`config.mk`:
```
export PLATFORM = sky130hd
export DESIGN_NAME = ewtag_offset_ctrl
export DESIGN_NICKNAME = d
export VERILOG_FILES = /design/src/rtl/ewtag_offset_ctrl_pkg.sv /design/src/rtl/ewtag_offset_ctrl_offset_switch.sv /design/src/rtl/ewtag_offset_ctrl.sv
export SDC_FILE = /design/constraint.sdc
export NUM_CORES = 1
export LEC_CHECK = 0
export BUFFER_PORTS_ARGS = -buffer_cell sky130_fd_sc_hd__buf_2
export CORE_MARGIN = 2
export CORE_UTILIZATION = 45
export CTS_CLUSTER_SIZE = 28
export DETAILED_ROUTE_END_ITERATION = 8
export PLACE_DENSITY_LB_ADDON = 0.3
export SYNTH_ARGS = -nofsm -noshare
export SYNTH_HDL_FRONTEND = slang
export SYNTH_SLANG_ARGS = --single-unit
```
`constraint.sdc`:
```
create_clock -name clk -period 2.8 [get_ports clk]
set_clock_uncertainty 0.1 [all_clocks]
set_input_delay 0.28 -clock clk [delete_from_list [all_inputs] [get_ports clk]]
set_output_delay 0.28 -clock clk [all_outputs]
set_load 0.01 [all_outputs]
```
`src/rtl/ewtag_offset_ctrl_pkg.sv`:
```
// Shared parameters for the event-window tag tracker: tag width and FSM encoding.
package ewtag_offset_ctrl_pkg;

  localparam int unsigned EVENT_TAG_BITS = 16;

  typedef enum logic [1:0] {
    ST_IDLE  = 2'd0,
    ST_ARMED = 2'd1,
    ST_RUN   = 2'd2
  } state_e;

endpackage

```
`src/rtl/ewtag_offset_ctrl_offset_switch.sv`:
```
// Offset source select: the serial value as-is, or the run tag minus one (wrapping).
module offset_switch #(
  parameter int unsigned TAG_W = 16
) (
  input  logic             serial_sel,
  input  logic [TAG_W-1:0] serial_val,
  input  logic [TAG_W-1:0] run_offset,
  output logic [TAG_W-1:0] offset
);

  always_comb begin
    offset = serial_sel ? serial_val : run_offset - TAG_W'(1);
  end

endmodule

```
`src/rtl/ewtag_offset_ctrl.sv`:
```
// Event-window tag offset controller: tracks spills via heartbeats and publishes a
// registered offset taken from either the run start tag or a serially loaded value.
module ewtag_offset_ctrl
  import ewtag_offset_ctrl_pkg::*;
#(
  parameter int unsigned TAG_W = EVENT_TAG_BITS,
  parameter int unsigned ERR_W = 8
) (
  input  logic             clk,
  input  logic             reset_n,
  input  logic             hb_valid,
  input  logic [TAG_W-1:0] hb_tag,
  input  logic             hb_spill_start,
  input  logic             spill_end,
  input  logic             serial_en,
  input  logic             serial_load,
  input  logic [TAG_W-1:0] serial_offset,
  output logic [TAG_W-1:0] ewtag_offset,
  output logic             offset_valid,
  output logic             offset_update,
  output logic [ERR_W-1:0] hb_gap_err,
  output logic [1:0]       state
);

  state_e             state_q, state_d;
  logic [TAG_W-1:0]   run_offset_q, run_offset_d;
  logic [TAG_W-1:0]   last_tag_q, last_tag_d;
  logic [TAG_W-1:0]   pend_val_q, pend_val_d;
  logic               pend_q, pend_d;
  logic [TAG_W-1:0]   act_val_q, act_val_d;
  logic               act_q, act_d;
  logic               sel_q, sel_d;
  logic               src_q, src_d;
  logic [TAG_W-1:0]   offset_q, offset_d;
  logic               valid_q, valid_d;
  logic               update_q, update_d;
  logic [ERR_W-1:0]   err_q, err_d;

  logic               hb_eff, start_run, commit, load;
  logic [TAG_W-1:0]   tag_next;
  logic [TAG_W-1:0]   sw_offset;

  always_comb begin
    state_d      = state_q;
    run_offset_d = run_offset_q;
    last_tag_d   = last_tag_q;
    pend_val_d   = pend_val_q;
    pend_d       = pend_q;
    act_val_d    = act_val_q;
    act_d        = act_q;
    sel_d        = sel_q;
    err_d        = err_q;
    start_run    = 1'b0;
    commit       = 1'b0;
    // spill_end takes priority: a coincident heartbeat is dropped entirely
    hb_eff       = hb_valid & ~spill_end;
    tag_next     = last_tag_q + TAG_W'(1);

    case (state_q)
      ST_IDLE:  state_d = ST_ARMED;
      ST_ARMED: begin
        commit = 1'b1;
        if (hb_eff && hb_spill_start) begin
          state_d   = ST_RUN;
          start_run = 1'b1;
          err_d     = '0;
        end
      end
      ST_RUN: begin
        if (spill_end) begin
          state_d = ST_ARMED;
        end else if (hb_valid) begin
          commit = 1'b1;
          if (hb_spill_start) begin
            start_run = 1'b1;
          end else if (hb_tag != tag_next && err_q != '1) begin
            err_d = err_q + ERR_W'(1);
          end
        end
      end
      default:  state_d = ST_IDLE;
    endcase

    if (hb_eff)
      last_tag_d = hb_tag;
    if (start_run)
      run_offset_d = hb_tag;

    // Loading before committing lets a same-cycle serial_load land on this boundary
    if (serial_load) begin
      pend_val_d = serial_offset;
      pend_d     = 1'b1;
    end
    if (commit) begin
      sel_d = serial_en;
      if (pend_d) begin
        act_val_d = pend_val_d;
        act_d     = 1'b1;
        pend_d    = 1'b0;
      end
    end

    load    = (state_q == ST_ARMED && (start_run || (sel_d && act_d))) ||
              (state_q == ST_RUN && commit);
    valid_d = (state_d == ST_RUN) || (state_d == ST_ARMED && sel_d && act_d);
  end

  offset_switch #(
    .TAG_W(TAG_W)
  ) u_offset_switch (
    .serial_sel (sel_d),
    .serial_val (act_val_d),
    .run_offset (run_offset_d),
    .offset     (sw_offset)
  );

  always_comb begin
    offset_d = offset_q;
    src_d    = src_q;
    update_d = 1'b0;
    if (load) begin
      offset_d = sw_offset;
      src_d    = sel_d;
      update_d = (sw_offset != offset_q) || (sel_d != src_q);
    end
  end

  always_ff @(posedge clk or negedge reset_n) begin
    if (!reset_n) begin
      state_q      <= ST_IDLE;
      run_offset_q <= '0;
      last_tag_q   <= '0;
      pend_val_q   <= '0;
      pend_q       <= 1'b0;
      act_val_q    <= '0;
      act_q        <= 1'b0;
      sel_q        <= 1'b0;
      src_q        <= 1'b0;
      offset_q     <= '0;
      valid_q      <= 1'b0;
      update_q     <= 1'b0;
      err_q        <= '0;
    end else begin
      state_q      <= state_d;
      run_offset_q <= run_offset_d;
      last_tag_q   <= last_tag_d;
      pend_val_q   <= pend_val_d;
      pend_q       <= pend_d;
      act_val_q    <= act_val_d;
      act_q        <= act_d;
      sel_q        <= sel_d;
      src_q        <= src_d;
      offset_q     <= offset_d;
      valid_q      <= valid_d;
      update_q     <= update_d;
      err_q        <= err_d;
    end
  end

  assign ewtag_offset  = offset_q;
  assign offset_valid  = valid_q;
  assign offset_update = update_q;
  assign hb_gap_err    = err_q;
  assign state         = state_q;

endmodule

```
# == Word level (Yosys, flattened, before mapping) ==
# Index checks and enable logic that the tools add are counted.
# totals
out_inout_bits,28
inputBits,39
regBits,96
# op_classes
n_reduce_logical,14
mux,28
eq_ne,13
add_sub_neg,3
bitwise_logic,2
# op_table
operator,n
two-way mux 16 bit,5
two-way mux 8 bit,5
inequality test 16 bit,2
"adder 16 x 1 -> 16 bit, second input constant",1
one-hot mux 8 bit (2 select lines),1
"subtractor 16 x 1 -> 16 bit, second input constant",1
two-way mux 1 bit,12
"inequality test 2 bit, second input constant",5
"adder 8 x 1 -> 8 bit, second input constant",1
"inequality test 8 bit, second input constant",1
logical AND 1 bit,7
one-hot mux 2 bit (3 select lines),1
AND reduction 6 bit,1
"== test 2 x 1 -> 1 bit, second input constant",2
"== test 2 bit, second input constant",2
logical OR 1 bit,4
two-way mux 2 bit,2
one-hot mux 1 bit (2 select lines),2
logical NOT 2 bit,1
nonzero test 2 bit,1
AND 1 bit,1
inequality test 1 bit,1
inverter 1 bit,1

# == Longest topological paths before layout ==
# Gate-level depths: netlist of run 1.
# logic_depth
ltp_word,11
depth_mapped,13
mapped_depth_nobuf,11

# == Cells and area by module ==
# From an unflattened synthesis of run 1, not the netlist that was laid out.
# unflattened
cells_unflattened,483
area_unflattened_um2,5185.0
# modules_own_cells
mod,n_inst,area_per_inst_um2,cells_each,seq_area_each_um2
ewtag_offset_ctrl,1,4729.5,412,2402.3
offset_switch,1,455.4,71,0.0

# == Least setup slack after synthesis of run 1 ==
# Ideal clock, no wire load.
# synth_timing
path_kind,register to register
startpoint,register state_q[1] (netlist: state[1])
endpoint,register update_q (netlist: offset_update)
n_path_buf,1
required_time_ns,2.578
path_slack_ns,-0.341
t_arrival_ns,2.919
synth_period_minus_slack_ns,3.141
path_stages_with_launch,12
setup_time_ns,0.122
path_cell_list,dfrtp_1 -> inv_1 -> ha_1 -> clkbuf_1 -> o211ai_1 -> nor3_1 -> or4_1 -> mux4_2 -> a211oi_1 -> o2111a_1 -> o2111a_1 -> a21boi_2
# synth_via
elab_chain_cells,8
elab_cells_between_ends,19
cone_classes,add/sub (1); eq/ne (4); mux (8); reduce/logical (6)
# synth_rtl
item,line,rtl
from (decl),ewtag_offset_ctrl.sv:25,"state_e state_q, state_d;"
from (signal assigned),ewtag_offset_ctrl.sv:144,state_q <= state_d;
== test 2 bit / == test 2 x 1 -> 1 bit (equally long branches),"ewtag_offset_ctrl.sv:59, ewtag_offset_ctrl.sv:104, ewtag_offset_ctrl.sv:103",
one-hot mux 1 bit (2 select lines),ewtag_offset_ctrl.sv:59,case (state_q)
two-way mux 16 bit / two-way mux 1 bit (equally long branches),"ewtag_offset_ctrl.sv:86, ewtag_offset_ctrl.sv:94",
subtractor 16 x 1 -> 16 bit / logical AND 1 bit (equally long branches),"ewtag_offset_ctrl_offset_switch.sv:12, ewtag_offset_ctrl.sv:103",
two-way mux 16 bit / logical OR 1 bit (equally long branches),"ewtag_offset_ctrl_offset_switch.sv:12, ewtag_offset_ctrl.sv:103",
inequality test 16 bit / logical AND 1 bit (equally long branches),"ewtag_offset_ctrl.sv:124, ewtag_offset_ctrl.sv:103",
"logical OR 1 bit, on equally long branches","ewtag_offset_ctrl.sv:124, ewtag_offset_ctrl.sv:103",
two-way mux 1 bit *,ewtag_offset_ctrl.sv:121,if (load) begin
via update_d,ewtag_offset_ctrl.sv:36,"logic update_q, update_d;"
to (signal assigned),ewtag_offset_ctrl.sv:155,update_q <= update_d;
to (decl),ewtag_offset_ctrl.sv:36,
# The timed path passes the listed nets; every way through them passes the cells marked *.
# A chain may end at the register's enable or synchronous reset.

# == Worst setup path in the final report of run 1 ==
# layout_timing
startpoint,register state_q[0] (netlist: state[0])
endpoint,register update_q (netlist: offset_update)
# The elaborated chain is that of the path after synthesis.

==> results of run 1 <==
logic make-up after synthesis:
family                   Yosys count
AO/OA/AOI/OAI                    135
flip-flops                        96
AND/OR/NAND/NOR                  230
XOR/XNOR                          50
adder cells (fa/ha/maj)            6
buffers and inverters             61
multiplexers                      49
synth_stat cells (4+ instances only):
master    instances
nor3_1           12
dfrtp_1          96
nand3_1          19
a211o_1           5
nand2b_1          4
nor2_1           43
xor2_1           20
o2111a_1          4
ha_1              6
xnor2_1          28
a211oi_1          7
and2_1            8
nand2_1          86
a21oi_1          31
or4_1             4
mux2_2           26
or3_1             8
mux2i_1          21
and3_1           11
o21ai_0          33
buf_1             4
o31ai_1           5
inv_1            27
a21o_1            4
nand4_1           8
o211ai_1         11
nor4_1            4
a31oi_1           9
clkbuf_1         25
state kept, by name, summed over array words and instances, names as in the netlist:
name,count
ewtag_offset,16
pend_val_q,16
state,2
hb_gap_err,8
sel_q,1
act_q,1
offset_valid,1
run_offset_q,16
act_val_q,16
offset_update,1
last_tag_q,16
src_q,1
pend_q,1
stage by stage:
stage          power, mW  area [um^2]  TNS (ps)  util, %  hold WS (ps)
4_1_cts             8.00         7420      -110     59.0          51.2
3_5_place_dp        6.51         6960      -686     55.4           234
5_1_grt             9.14         7810      -410     62.2          58.2
2_1_floorplan       4.78         5780      -176        -          -116
6_report            8.60         7810      -128     62.2          54.5
3_3_place_gp        6.37         6960      -595     55.4           227
report_power, final:
part | leakage, nW | total (mW) | switching (mW) | internal [mW]
Clock | 0.143 | 1.30 | 0.575 | 0.723
Sequential | 1.16 | 2.26 | 0.416 | 1.85
Combinational | 2.33 | 5.04 | 2.56 | 2.48
Total | 3.63 | 8.60 | 3.55 | 5.05
worst max-delay path, delay by kind of cell, from the launching register on:
kind	cells	cell delay (ps)
compound gates	5	760
mux	1	500
flops	1	460
buf+inv	1	100
simple gates	2	680
fa+ha+maj	1	230
layer usage:
| layer | wire length [um] | part of all wire, % | track usage [%] |
|---|---|---|---|
| met2 | 8280 | 50 | 42.0 |
| met3 | 799 | 4.8 | 4.07 |
| met5 | 0 | 0 | 0 |
| met4 | 372 | 2.2 | 9.57 |
| met1 | 7210 | 43 | 31.6 |
cell usage in the layout, fill, tap and decap left out, types with 20 or more instances in the layout:
cell type / instances
xor2_1: 20
mux2_2: 26
dfrtp_1: 94
a21oi_1: 27
nand2_1: 82
buf_4: 95
o21ai_0: 28
nor2_1: 38
inv_1: 24
xnor2_1: 25
buf_2: 65
timing repair:
item,4_1_cts,5_1_grt
pin swaps,14,17
setup buffers,3,11
endpoints found under the hold margin,44,0
hold buffers,1,0
endpoints found under the setup margin,15,22
resized for setup,30,62
gates cloned,0,2
path summary, 6_finish.rpt:
path | endpoint | slack, ps | from
worst max-delay path | offset_update | -130 | state[0]
worst min-delay path | pend_val_q[14] | 50 | serial_offset[14]
worst max register to register | offset_update | -130 | state[0]
worst min register to register | act_q | 390 | act_q
max in group asynchronous | offset_update | 1540 | reset_n
min in group asynchronous | last_tag_q[13] | 360 | reset_n
layout make-up:
class	count	area (um^2)
Clock inverter	5	62.6
Tap cell	172	215
Inverter	27	106
Clock buffer	11	243
Sequential cell	96	2400
Timing Repair Buffer	178	1310
Multi-Input combinational cell	470	3470
Fill cell	1016	4760
==> flow_summary.toml, run 1 <==
[run_status]
status = "complete, but fails checks"
violations = "negative setup slack"

[sta]
finalSetupViolCount = 1
worst_pin_slew_ps = 639
period_minus_slack_ps = 2930
fmax_mhz = 341
slew_headroom_pct = 57.2
report.final.slew_viol_count = 0
min_period_over_period_pct = 105
hold_violations = 0
grt_setup_unrepaired = "true"
setup_ws_ps = -128

[finish]
diodes = 0
nNetsFinal = 827
syn2layout_area_growth_pct = 35.7
layout-drive-gt1-share_pct = 37.4
final_cells = 959

[global_routing]
grt_pass1_wl_um = 26100
grt_max_degree = 53
first_global_vias = 5309
grt_use_total_pct = 24.7
overflow = 0
antenna_found_initial = 0

[detailed_routing]
dr.first_iter.drc_count = 359
wl_per_cell_um = 17.4
ant_nets = 0
drt_pre_antenna_iters = 5
drc = 0
vias_per_cell = 5.58
via_count = 5355
drt_wl_total_um = 16700

[synthesis]
synthFlopType = "dfrtp_1"
synth-adder-area-share_pct = 1.30
yosysUniqueCellTypes = 66
syn_area_um2 = 5760
avgSynthCellArea_um2 = 9.18
synth_edf_count = 0
post-synth-top-area-fraction_pct = 41.7
syn_nets = 672
yosysTopAreaCell = "dfrtp_1"
synth_compound_area_share_pct = 15.5
syn_inst = 627
synth_top_family_by_area = "simple AND/OR/NAND/NOR gates"
postSynth.asyncResetShare_pct = 100
ys.warnings.count = 0
synthTopCellsByArea = "dfrtp_1, nand2_1, mux2_2"
yosys_register_bits = 96
ys_seq_area_share_pct = 41.7
synth_mux_area_share_pct = 9.39
yosys.area_share.simple_pct = 19.8
synthXorXnorAreaFrac_pct = 8.09

[die]
die_area_um2 = 13700
fp.dieW_um = 117
die_h_um = 117
ios = 67
initial_utilization_pct = 45.8
rows = 41
core_area_um2 = 12600

[setup_path]
path_cells = "inv_4 -> ha_4 -> nand4b_1 -> a21boi_1 -> or4_4 -> mux4_2 -> a211oi_2 -> o2111a_1 -> o2111a_1 -> a21boi_2"
cp_common_cell = "o2111a_1"
worstSetupEndpointType = "flop"
cpMaxStageDelayCell = "or4_4"
critical_path_arrival_ps = 3090
cp_max_fo = 7
worstPathRequired_ps = 2960
start_kind = "flop"
worst_path_largest_cell_delay_ps = 510
critPathKind = "flop to flop"
rr_worst_depth = 10

[power]
ir_drop_mv = 0.433
leakage_nw = 3.63
pwr_density_cell_nw_per_um2 = 1100

[clock_network]
clock_sinks = 96
cts_buffers = 9
cts_max_level = 3
clkLatencyLatePin_ps = 370
cts_buffer_depth = 2
cts_tree = "built"
cts_root_buffer = "clkbuf_16"
cts.clk_slew.worst_paths_ps = 70

[placed_design]
dp.cells = 928
dp_worst_setup_slack_ps = -314
portBuffers = 66
routabilityCongestion = 0.966
hpwl_um = 11900

[worst_hold_path]
hp-class = "input port to flop"
holdPathStages = 2

[job]
drv_cap = 0
Power figures use the tool's default switching activity.
==> run 2, diff against run 1 <==
- MAX_ROUTING_LAYER: unset -> met4
==> run 2 against run 1 <==
The flow still finishes with violations (negative setup slack). Non-clock buffer count down 8. Critical endpoint unchanged. Clock power down 5%. Via count down 1.5%. Global-route usage up 0.68 points. Clock-buffer cell count down 1. Critical path depth up 1. Wire length down 3.5%. Die area unchanged. First-iteration DRC count down 7.5%. Setup slack better by 9.7 ps. Flip-flop and latch count unchanged. Utilization down 2.8 points.
==> flow_summary.toml, run 2 (synthesis gave the netlist of run 1 again) <==
[detailed_routing]
drt_pre_antenna_iters = 4
drt_wl_total_um = 16100
drc = 0
ant_nets = 0
wl_per_cell_um = 16.9
dr.first_iter.drc_count = 332
vias_per_cell = 5.55
via_count = 5273

[setup_path]
cp_max_fo = 7
worst_path_largest_cell_delay_ps = 540
critPathKind = "flop to flop"
worstSetupEndpointType = "flop"
path_cells = "buf_4 -> ha_4 -> buf_4 -> nand2_4 -> a21boi_1 -> or4_4 -> mux4_2 -> a211oi_2 -> o2111a_1 -> o2111a_1 -> a21boi_2"
cpMaxStageDelayCell = "or4_4"
critical_path_arrival_ps = 3070
start_kind = "flop"
worstPathRequired_ps = 2950

[placed_design]
dp_worst_setup_slack_ps = -233
routabilityCongestion = 0.969
hpwl_um = 12000
portBuffers = 66

[die]
initial_utilization_pct = 45.8
die_area_um2 = 13700
die_h_um = 117
ios = 67
core_area_um2 = 12600
fp.dieW_um = 117
rows = 41

[power]
pwr-share-seq_pct = 28.1
p_comb_share_pct = 56.4
ir_drop_mv = 0.385
switching_share_pct = 40.5
leakage_nw = 3.52
p_clk_share_pct = 15.5
switchingPower_mw = 3.24
pwr_density_cell_nw_per_um2 = 1070
internal_power_mw = 4.77

[finish]
final_cell_mix = "buf_4, dfrtp_1, nand2_1"
final_common_cell = "buf_4"
seq_area_um2 = 2400
layout-drive-gt1-share_pct = 32.6
fillers = 1101
multi_input_area_um2 = 3260
syn2layout_area_growth_pct = 29.6
diodes = 0
nNetsFinal = 819

[sta]
setup_ws_ps = -119
whs_ps = 60.9
grt_setup_unrepaired = "true"
fmax_mhz = 343
finalSetupViolCount = 1
report.final.slew_viol_count = 0
hold_violations = 0
period_minus_slack_ps = 2920
worst_pin_slew_ps = 607
slew_headroom_pct = 59.5
min_period_over_period_pct = 104

[clock_network]
cts_root_buffer = "clkbuf_16"
clock_sinks = 96
cts_buffers = 9
cts_buffer_depth = 2
cts.clk_slew.worst_paths_ps = 70
clkLatencyLatePin_ps = 370
cts_tree = "built"
cts_max_level = 3

[run_status]
status = "complete, but fails checks"
violations = "negative setup slack"

[job]
drv_cap = 0

[global_routing]
antenna_found_initial = 0
overflow = 0
first_global_vias = 5322
grt_pass1_wl_um = 26100
grt_use_total_pct = 25.4
grt_max_degree = 55

[worst_hold_path]
hp-class = "input port to flop"
[run 2: worst paths after layout]
check	startpoint	to	slack (ps)	cells past startpoint
setup reg to reg	state[0]	offset_update	-120	11
min in group asynchronous	reset_n	last_tag_q[11]	370	2
setup / recovery	state[0]	offset_update	-120	11
hold / removal	serial_offset[1]	pend_val_q[1]	60	2
max in group asynchronous	reset_n	offset_update	1540	3
hold reg to reg	act_q	act_q	380	1
[run 2: cell type report]
cell class / instances / share of cell area (%)
multi-input cells: 470 / 43.8
clock buffers: 10 / 3.07
flip-flops and latches: 96 / 32.2
clock inverters: 5 / 0.772
inverters: 27 / 1.43
well taps: 172 / 2.88
repair buffers: 170 / 15.9
[run 2: power groups by stage]
| stage | Sequential, mW | Combinational (mW) | Clock (mW) |
|---|---|---|---|
| after floorplan | 2.21 | 2.57 | 0 |
| after global placement | 2.23 | 4.22 | 0 |
| after detailed placement | 2.26 | 4.31 | 0 |
| after CTS | 2.23 | 4.43 | 1.26 |
| after global routing | 2.30 | 4.97 | 1.32 |
| final | 2.25 | 4.52 | 1.24 |
[run 2: metal layers]
layer / track usage, % / routed length (um) / vias to the layer above
li1: - / - / 2530
met1: 31.8 / 7060 / 2611
met2: 42.1 / 7990 / 101
met3: 3.09 / 582 / 31
met4: 10.0 / 454 / 0
met5: - / 0 / -
[run 2: stage by stage]
step / util (%) / power (mW) / TNS (ps) / instances / cell area (um^2)
CTS: 58.5 / 7.92 / -103 / 949 / 7350
global placement: 55.7 / 6.45 / -279 / 931 / 7000
detailed placement: 55.7 / 6.57 / -1040 / 931 / 7000
finish: 59.4 / 8.01 / -119 / 950 / 7460
global route: 59.4 / 8.59 / -837 / 950 / 7460
floorplan: - / 4.78 / -176 / 627 / 5780
[run 2: critical path: cells and delay by family (launching register included)]
kind	cells	cell delay, ps
muxes	1	490
DFF	1	430
and+or+nand+nor	2	600
buffers and inverters	2	300
AOI/OAI and AO/OA	5	700
adders and majority gates	1	170
[run 2: timing repair]
| item | in CTS | in global routing |
|---|---|---|
| hold buffers | 1 | 0 |
| endpoints found under the setup margin | 15 | 22 |
| endpoints found under the hold margin | 42 | 0 |
| gates resized for setup | 14 | 23 |
| setup buffers | 2 | 1 |
| pin swaps | 2 | 6 |
==> run 3, diff against run 2 <==
- CTS_BUF_LIST: unset -> sky130_fd_sc_hd__clkbuf_4 sky130_fd_sc_hd__clkbuf_8
==> run 3 against run 2 <==
The flow still finishes with violations (negative setup slack). Critical path depth unchanged. Flip-flop and latch count unchanged. Setup slack lost 7.0 ps. Maximum frequency fell by 0.24%. Final area down 1.2%. Sequential share of layout area up 0.41 points. Via count down 1.0%. Sequential power hardly changed. Highest routed layer unchanged.
==> flow_summary.toml, run 3 (synthesis gave the netlist of run 1 again) <==
[placed_design]
placed_area_um2 = 7000
hpwl_um = 12000
dp.cells = 931
routabilityCongestion = 0.969
dp_worst_setup_slack_ps = -233
portBuffers = 66

[finish]
syn2layout_area_growth_pct = 28.0
final_common_cell = "buf_4"
nNetsFinal = 819
layout-drive-gt1-share_pct = 33.2
diodes = 0
postLayoutCoreUtil_pct = 58.6
fillers = 1110
final_cells = 950
final_cell_mix = "buf_4, dfrtp_1, nand2_1"
fin_area_um2 = 7370

[setup_path]
worstSetupEndpointType = "flop"
path_delay_family = "compound AO/OA/AOI/OAI gates"
critical_path_arrival_ps = 3110
start_kind = "flop"
path_cells = "inv_4 -> ha_4 -> buf_4 -> nand2_4 -> a21boi_1 -> or4_4 -> mux4_2 -> a211oi_2 -> o2111a_1 -> o2111a_1 -> a21boi_2"
critPathKind = "flop to flop"
path_buf_inv = 2
cp_max_fo = 6
cpMaxStageDelayCell = "or4_4"
cp_common_cell = "o2111a_1"
worstPathRequired_ps = 2990
worst_path_largest_cell_delay_ps = 540

[job]
drv_cap = 0

[detailed_routing]
via_count = 5218
ant_nets = 0
dr.first_iter.drc_count = 307
vias_per_cell = 5.49
drt_wl_total_um = 15800
wl_per_cell_um = 16.6
drt_pre_antenna_iters = 4
drc = 0

[run_status]
violations = "negative setup slack"
status = "complete, but fails checks"

[clock_network]
cts.clk_slew.worst_paths_ps = 100
cts_buffers = 9
clock_sinks = 96
cts_root_buffer = "clkbuf_8"
cts_max_level = 3
cts_buffer_depth = 2
cts_tree = "built"
clkLatencyLatePin_ps = 390

[die]
rows = 41
initial_utilization_pct = 45.8
die_h_um = 117
ios = 67
die_area_um2 = 13700
core_area_um2 = 12600
fp.dieW_um = 117

[sta]
slew_headroom_pct = 59.6
fmax_mhz = 342
hold_violations = 0
period_minus_slack_ps = 2930
finalSetupViolCount = 1
setup-tns-final_ps = -126
worst_pin_slew_ps = 606
setup_ws_ps = -126
report.final.slew_viol_count = 0
grt_setup_unrepaired = "true"
min_period_over_period_pct = 104
whs_ps = 29.6

[global_routing]
first_global_vias = 5252
grt_pass1_wl_um = 25700
overflow = 0
grt_use_total_pct = 24.9
antenna_found_initial = 0
grt_max_degree = 55

[power]
totalPowerFinal_mw = 7.70
pwr_density_cell_nw_per_um2 = 1040
leakage_nw = 3.48
ir_drop_mv = 0.395

[worst_hold_path]
hp-class = "input port to flop"
run 3: cell counts in the layout (fill, tap and decap cells not counted):
Identical to the previous run, type by type.
run 3: area by class of cell:
type	count	area (um^2)	area share (%)
multi-input combinational	470	3270	44.4
sequential	96	2400	32.6
timing repair buffer	170	1180	16.0
tap	172	215	2.92
clock buffer	10	131	1.78
inverter	27	106	1.44
clock inverter	5	57.6	0.781
run 3: layer usage:
metal | global-route usage (%) | vias to the layer above | routed length, um
met5 | - | - | 0
met2 | 41.0 | 87 | 7810
met4 | 10.3 | 0 | 440
li1 | - | 2526 | -
met3 | 3.09 | 27 | 517
met1 | 31.3 | 2578 | 7050
run 3: path summary, 6_finish.rpt:
path / from / endpoint / slack (ps) / depth (start not counted)
worst max-delay path: state[1] / offset_update / -130 / 11
worst min-delay path: serial_offset[1] / pend_val_q[1] / 30 / 2
worst max register to register: state[1] / offset_update / -130 / 11
worst min register to register: act_q / act_q / 390 / 1
max in group asynchronous: reset_n / pend_val_q[6] / 1580 / 3
min in group asynchronous: reset_n / last_tag_q[13] / 330 / 2
run 3: power by group:
part	switching, mW	internal [mW]	total, mW
registers	0.398	1.84	2.24
clock network	0.511	0.420	0.931
logic	2.29	2.23	4.52
total	3.20	4.50	7.70
run 3: what timing repair did:
action / 4_1_cts / 5_1_grt
pin swaps: 2 / 6
endpoints found under the setup margin: 13 / 22
hold buffers: 1 / 0
gates resized for setup: 14 / 26
endpoints found under the hold margin: 42 / 0
setup buffers: 2 / 1
